<file path="src/rtl/sysbus_pkg.sv">
// Shared types and constants for the SysBus external memory sequencer.
package sysbus_pkg;

    typedef enum logic [2:0] {
        ST_IDLE,
        ST_WDATA,
        ST_SETUP,
        ST_STROBE,
        ST_DONE
    } state_t;

    localparam int DEFAULT_TIMEOUT = 15;
    localparam int MAX_DATA_W      = 64;

    // Sliced down to DATA_W by the user; returned on a timed-out read.
    localparam logic [MAX_DATA_W-1:0] READ_ERR_DATA = '1;

    function automatic int timer_width(input int timeout);
        return (timeout < 1) ? 1 : $clog2(timeout + 1);
    endfunction

endpackage

</file>
<file path="src/rtl/sysbus_mem_if_bus_timer.sv">
// Wait-state timer for the STROBE phase: clearable up-counter that stops at
// its terminal count TIMEOUT-1.
module bus_timer
    import sysbus_pkg::*;
#(
    parameter int TIMEOUT = DEFAULT_TIMEOUT
) (
    input  logic i_clk,
    input  logic i_rst,
    input  logic i_clear,
    input  logic i_enable,
    output logic o_tc
);

    localparam int             W      = timer_width(TIMEOUT);
    localparam logic [W-1:0]   TC_VAL = W'(TIMEOUT - 1);

    logic [W-1:0] r_count;

    always_ff @(posedge i_clk) begin
        if (i_rst || i_clear) begin
            r_count <= '0;
        end else if (i_enable && !o_tc) begin
            r_count <= r_count + W'(1);
        end
    end

    assign o_tc = (r_count == TC_VAL);

endmodule

</file>
<file path="src/rtl/sysbus_mem_if.sv">
// Memory-bus sequencer: captures address/store data from SysBus, runs a
// strobed wait-state RAM cycle and returns read data on DataIn.
module sysbus_mem_if
    import sysbus_pkg::*;
#(
    parameter int ADDR_W  = 16,
    parameter int DATA_W  = 16,
    parameter int TIMEOUT = DEFAULT_TIMEOUT
) (
    input  logic              i_clk,
    input  logic              i_rst,
    input  logic              i_req,
    input  logic              i_wr,
    input  logic [DATA_W-1:0] i_sysbus,
    output logic [DATA_W-1:0] o_data_in,
    output logic              o_busy,
    output logic              o_done,
    output logic              o_bus_err,
    output logic [ADDR_W-1:0] o_mem_addr,
    output logic [DATA_W-1:0] o_mem_wdata,
    input  logic [DATA_W-1:0] i_mem_rdata,
    input  logic              i_mem_ready,
    output logic              o_n_me,
    output logic              o_n_oe,
    output logic              o_n_we
);

    state_t            r_state;
    logic              r_wr;
    logic [DATA_W-1:0] r_data_in;
    logic              r_busy;
    logic              r_done;
    logic              r_bus_err;
    logic [ADDR_W-1:0] r_mem_addr;
    logic [DATA_W-1:0] r_mem_wdata;
    logic              r_n_me;
    logic              r_n_oe;
    logic              r_n_we;

    logic              w_timer_clr;
    logic              w_timer_en;
    logic              w_tc;

    assign w_timer_clr = (r_state == ST_SETUP);
    assign w_timer_en  = (r_state == ST_STROBE) && !i_mem_ready;

    bus_timer #(
        .TIMEOUT (TIMEOUT)
    ) u_timer (
        .i_clk    (i_clk),
        .i_rst    (i_rst),
        .i_clear  (w_timer_clr),
        .i_enable (w_timer_en),
        .o_tc     (w_tc)
    );

    // Outputs are registered against the next state so the strobes track the
    // state exactly and never glitch.
    always_ff @(posedge i_clk) begin
        if (i_rst) begin
            r_state     <= ST_IDLE;
            r_wr        <= 1'b0;
            r_data_in   <= '0;
            r_busy      <= 1'b0;
            r_done      <= 1'b0;
            r_bus_err   <= 1'b0;
            r_mem_addr  <= '0;
            r_mem_wdata <= '0;
            r_n_me      <= 1'b1;
            r_n_oe      <= 1'b1;
            r_n_we      <= 1'b1;
        end else begin
            r_done <= 1'b0;
            unique case (r_state)
                ST_IDLE, ST_DONE: begin
                    r_n_me <= 1'b1;
                    r_n_oe <= 1'b1;
                    r_n_we <= 1'b1;
                    if (i_req) begin
                        r_mem_addr <= ADDR_W'(i_sysbus);
                        r_wr       <= i_wr;
                        r_bus_err  <= 1'b0;
                        r_busy     <= 1'b1;
                        if (i_wr) begin
                            r_state <= ST_WDATA;
                        end else begin
                            r_state <= ST_SETUP;
                            r_n_me  <= 1'b0;
                        end
                    end else begin
                        r_state <= ST_IDLE;
                        r_busy  <= 1'b0;
                    end
                end
                ST_WDATA: begin
                    r_mem_wdata <= i_sysbus;
                    r_state     <= ST_SETUP;
                    r_n_me      <= 1'b0;
                end
                ST_SETUP: begin
                    r_state <= ST_STROBE;
                    r_n_oe  <= r_wr;
                    r_n_we  <= !r_wr;
                end
                ST_STROBE: begin
                    // Ready wins over the terminal count in the same cycle.
                    if (i_mem_ready || w_tc) begin
                        if (!i_mem_ready) begin
                            r_bus_err <= 1'b1;
                        end
                        if (!r_wr) begin
                            r_data_in <= i_mem_ready ? i_mem_rdata
                                                     : READ_ERR_DATA[DATA_W-1:0];
                        end
                        r_state <= ST_DONE;
                        r_done  <= 1'b1;
                        r_n_me  <= 1'b1;
                        r_n_oe  <= 1'b1;
                        r_n_we  <= 1'b1;
                    end
                end
                default: begin
                    r_state <= ST_IDLE;
                    r_busy  <= 1'b0;
                    r_n_me  <= 1'b1;
                    r_n_oe  <= 1'b1;
                    r_n_we  <= 1'b1;
                end
            endcase
        end
    end

    assign o_data_in   = r_data_in;
    assign o_busy      = r_busy;
    assign o_done      = r_done;
    assign o_bus_err   = r_bus_err;
    assign o_mem_addr  = r_mem_addr;
    assign o_mem_wdata = r_mem_wdata;
    assign o_n_me      = r_n_me;
    assign o_n_oe      = r_n_oe;
    assign o_n_we      = r_n_we;

endmodule

</file>
<file path="config.mk">
export PLATFORM = sky130hd
export DESIGN_NAME = sysbus_mem_if
export DESIGN_NICKNAME = d
export VERILOG_FILES = /design/src/rtl/sysbus_pkg.sv /design/src/rtl/sysbus_mem_if_bus_timer.sv /design/src/rtl/sysbus_mem_if.sv
export SDC_FILE = /design/constraint.sdc
export NUM_CORES = 1
export LEC_CHECK = 0
export BUFFER_PORTS_ARGS = -buffer_cell sky130_fd_sc_hd__buf_2
export CORE_MARGIN = 2
export CORE_UTILIZATION = 51
export DETAILED_ROUTE_END_ITERATION = 10
export GPL_ROUTABILITY_DRIVEN = 1
export PLACE_DENSITY = 0.83
export SKIP_LAST_GASP = 1
export SLEW_MARGIN = 10
export SYNTH_ARGS = -nofsm -noshare
export SYNTH_HDL_FRONTEND = slang
export SYNTH_SLANG_ARGS = --single-unit
</file>
<file path="constraint.sdc">
create_clock -name i_clk -period 3.6 [get_ports i_clk]
set_input_delay 1.08 -clock i_clk [delete_from_list [all_inputs] [get_ports i_clk]]
set_output_delay 1.08 -clock i_clk [all_outputs]
set_load 0.01 [all_outputs]
</file>
== After elaboration in Yosys (flattened, before gate mapping) ==
Index checks and enable logic that the tools add are counted.
Operators by class
  equal/unequal tests: 8
  reductions and logical operators: 17
  multiplexer cells: 18
  $add $sub $neg: 1
  bitwise logic cells: 4
Operators by type and width (number)
  two-way mux 16 bit: 1
  case mux 3 bit (4 select lines): 1
  two-way mux 1 bit: 8
  equality test 3 x 2 -> 1 bit (second input constant): 2
  two-way mux 3 bit: 2
  case mux 1 bit (3 select lines): 2
  AND reduction 2 bit: 3
  adder 4 x 1 -> 4 bit (second input constant): 1
  equality test 4 bit (second input constant): 1
  != test 2 bit (second input constant): 2
  inverter 1 bit: 4
  case mux 1 bit (2 select lines): 2
  case mux 1 bit (4 select lines): 1
  AND reduction 4 bit: 1
  OR reduction 2 bit: 2
  equality test 3 x 1 -> 1 bit (second input constant): 1
  equality test 3 bit (second input constant): 1
  zero test 1 bit: 3
  zero test 3 bit: 1
  AND reduction 3 bit: 1
  OR reduction 3 bit: 1
  logical AND 1 bit: 2
  logical OR 1 bit: 2
  two-way mux 2 bit: 1
  other kinds (2): 2
Word-level totals
  register bits: 62
  word-level logic and storage cells: 60
  input port bits: 37

== Logic depth before layout (Yosys ltp) ==
  depth in word-level cells: 4
  depth in mapped cells: 6
  gate-level depth less buffers: 5

== Modules after synthesis ==
From an unflattened synthesis, not the netlist that was laid out.
Unflattened totals
  cell total of the unflattened synthesis: 283
  area, all modules: 2482.4 sq um
By module, submodules not included
  sysbus_mem_if: cells each 259, instances 1, area an instance 2265.9 sq um
  bus_timer: cells each 24, instances 1, area an instance 216.5 sq um

== Worst setup path before layout ==
No wires, ideal clock.
  path kind: input-to-reg
  from: input i_req
  to: register r_mem_addr[10], in the netlist o_mem_addr[10]
  stages: 5
  path slack: 1435 ps
  buffers on the path: 2
  data arrival time: 2033 ps
  path through: or3b_2 clkbuf_1 clkbuf_1 nand2_1 a21oi_1
Between the ends
  word-level cells in the longest chain between the ends: 1
Ends and longest elaborated chain
  from (decl): line sysbus_mem_if.sv:12  | input logic i_req,
  AND reduction 2 bit (no source line)
  to (signal assigned): line sysbus_mem_if.sv:80  | r_mem_addr <= ADDR_W'(i_sysbus);
  to (decl): line sysbus_mem_if.sv:34  | logic [ADDR_W-1:0] r_mem_addr;
No other way between the ends.
A chain may end at the register's enable or synchronous reset.

== Worst setup path after layout ==
  from: input i_mem_ready
  to: register r_data_in[11], in the netlist o_data_in[11]
Between the ends
  word-level cells in the longest chain between the ends: 2
Ends and longest elaborated chain
  from (decl): line sysbus_mem_if.sv:22  | input logic i_mem_ready,
  logical OR 1 bit: line sysbus_mem_if.sv:107  | if (i_mem_ready || w_tc) begin
  AND reduction 3 bit (no source line)
  to (signal assigned): line sysbus_mem_if.sv:112  | r_data_in <= i_mem_ready ? i_mem_rdata
  to (decl): line sysbus_mem_if.sv:30  | logic [DATA_W-1:0] r_data_in;
Several ways; a longest one is shown, not always the timed one.

==> flow_summary.toml <==
[drt]
via_count = 2124
drtPass1Iterations = 4
totalWireLength_um = 5315
drc = 0
post_drt_wl_per_cell_um = 13.42
antenna_left = 0
drt-initial-drc-count = 102
via_per_inst = 5.364

[final_layout]
fin_util = 0.6892
area_growth_pct = 29.01
fin_nets = 378
finalNonFillerCells = 396
postLayoutCellArea_um2 = 3022
layout-drive-gt1-share = 0.3663
diodes = 0

[synthesis]
synth_cells = 256
synth-async-reset-ratio = 0
synth-seq-cells = 62
yosysWarnings = 0
synth_edf_count = 0
synth_area_um2 = 2342
synth_seq_area_share = 0.5299
ys.flop_type = "dfxtp_1"
avgSynthCellArea_um2 = 9.149
ys_types = 32
synth.net_count = 295

[setup_path]
arrival_ps = 2380
path_max_fanout = 16
reg2reg_from = "r_state[0]"
crit_path_end = "o_data_in[11]"
required_ps = 3870
r2r_cells = 3
cp-end-kind = "flop"
path_class = "input port to flop"
rrSetupSlack_ps = 1580
start_kind = "input port"
critPathLaunch = "i_mem_ready"
r2r-end = "o_data_in[11]"

[die]
num_rows = 24
core-area_um2 = 4384
dieHeight_um = 71.77
initial_utilization = 0.5342
io_pins = 91
dieArea_um2 = 5151
die_w_um = 71.77

[clock_network]
cts_tree = "built"
cts_num_sinks = 62
htreeDepth = 3
cts_resized = 0
cts_hold_buf = 0
postCtsSetupBuffers = 0
cts_buffers = 9
cts_max_path_buffers = 2
root_buffer = "clkbuf_8"
clk_latency_ps = 330
clk_pin_slew_ps = 70

[global_routing]
overflow = 0
grt_use_total = 0.2241
grt_pass1_vias = 2037
grt_max_degree = 39
grt_pass1_wl_um = 9059
antenna_found_initial = 0

[worst_hold_path]
holdCritPathClass = "flop to flop"

[sta]
grt_setup_unrepaired = "false"
max_freq_ghz = 0.4743
worstMarginPinSlew_ps = 1011
clock_skew_ps = 5.928
hold_violations = 0
setup_viol = 0
relSlewSlack = 0.3232
fin_setup_tns_ps = 0
fin_ws_ps = 1492
report.final.slew_viol_count = 0
post-route-period-util = 0.5857
min_period_ps = 2108

[place]
dpl-instance-area_um2 = 2776
dpl_worst_slack_ps = 1129
gp_congestion = 0.7277
dpl.hpwl_um = 3600
place_inst = 380
io_buffer_count = 90

[status]
outcome = "finished, final reports clean"

[flow_run]
cap_violations = 0

[pwr]
p_leak_nw = 1.364
peakVddDrop_mv = 0.3670
power_density_nw_per_um2 = 554.7
-- metrics by stage --
stage,total power (W),hold WS (ps)
floorplan,0.0008750,465.3
global placement,0.0009469,439.0
detailed placement,0.0009510,444.8
CTS,0.001693,455.1
global route,0.001741,477.4
finish,0.001676,451.7
-- logic make-up after synthesis --
family,after synthesis,share of synthesized area
simple gates,93,0.1982
compound gates,74,0.2121
fa+ha+maj,2,0.01068
flops,62,0.5299
buf+inv,25,0.04915
-- state kept, by name (all words and copies together) (netlist names), 3 cells and up --
| name | flops |
|---|---|
| r_state | 3 |
| o_mem_wdata | 16 |
| o_mem_addr | 16 |
| o_data_in | 16 |
| u_timer.r_count | 4 |
-- per-layer routing --
| layer | vias up | global-route usage | wire, µm |
|---|---|---|---|
| met5 | - | 0 | 0 |
| met4 | 0 | 0.09434 | 96 |
| met3 | 7 | 0.07032 | 538 |
| met2 | 80 | 0.3580 | 2388 |
| met1 | 971 | 0.2807 | 2291 |
| li1 | 1066 | - | - |
-- area by class of cell --
class / instances / area (µm²)
Sequential cell: 62 / 1241
Multi-Input combinational cell: 169 / 985.9
Inverter: 5 / 18.77
Clock inverter: 7 / 121.4
Timing Repair Buffer: 92 / 465.4
Tap cell: 52 / 65.06
Clock buffer: 9 / 123.9
Fill cell: 368 / 1363
-- where the power goes --
part	internal [W]	total (W)	switching, W
Clock	0.000463	0.000741	0.000278
Combinational	0.0000772	0.000184	0.000106
Sequential	0.000723	0.000751	0.0000283
-- Yosys cell counts, types with 2 or more instances --
master,n,area (µm²)
nand2_1,66,247.7
dfxtp_1,62,1241
a21oi_1,43,215.2
clkbuf_1,13,48.80
o221a_1,10,112.6
o21ai_0,6,30.03
o221a_2,6,67.56
buf_2,5,25.02
inv_1,5,18.77
or3b_2,5,43.79
nor3_1,4,20.02
nand3b_1,3,22.52
o31ai_1,3,22.52
buf_6,2,22.52
ha_1,2,25.02
nand3_1,2,10.01
nor3b_2,2,25.02
or3_1,2,12.51
or4_1,2,15.01
-- how the worst min path moves through the flow --
stage                  startpoint  slack (ps)                  to  cells past startpoint
2_1_floorplan  u_timer.r_count[3]         470  u_timer.r_count[3]                      2
3_3_place_gp        o_mem_addr[8]         440       o_mem_addr[8]                      2
3_5_place_dp      o_mem_wdata[12]         440     o_mem_wdata[12]                      2
4_1_cts            o_mem_wdata[5]         460      o_mem_wdata[5]                      2
5_1_grt            o_mem_wdata[5]         480      o_mem_wdata[5]                      2
6_report          o_mem_wdata[12]         450     o_mem_wdata[12]                      2
-- cells in the final DEF (no fill, tap or decap), types with 2 or more instances in the layout --
cell        n
buf_2      90
nand2_1    66
dfxtp_1    62
a21oi_1    43
o221a_1    10
clkbuf_8    9
o21ai_0     6
o221a_2     6
inv_1       5
or3b_2      5
nor3_1      4
o31ai_1     3
nand3b_1    3
bufinv_16   3
or4_1       2
or3_1       2
nor3b_2     2
nand3_1     2
ha_1        2
clkinv_4    2
buf_4       2
-- worst max-delay path, cell delays in order --
cell and delay, ps:
buf_2 120, a31oi_1 90, nor3_2 770, o221a_2 310
Note: power is estimated with default switching activity, not from simulation.
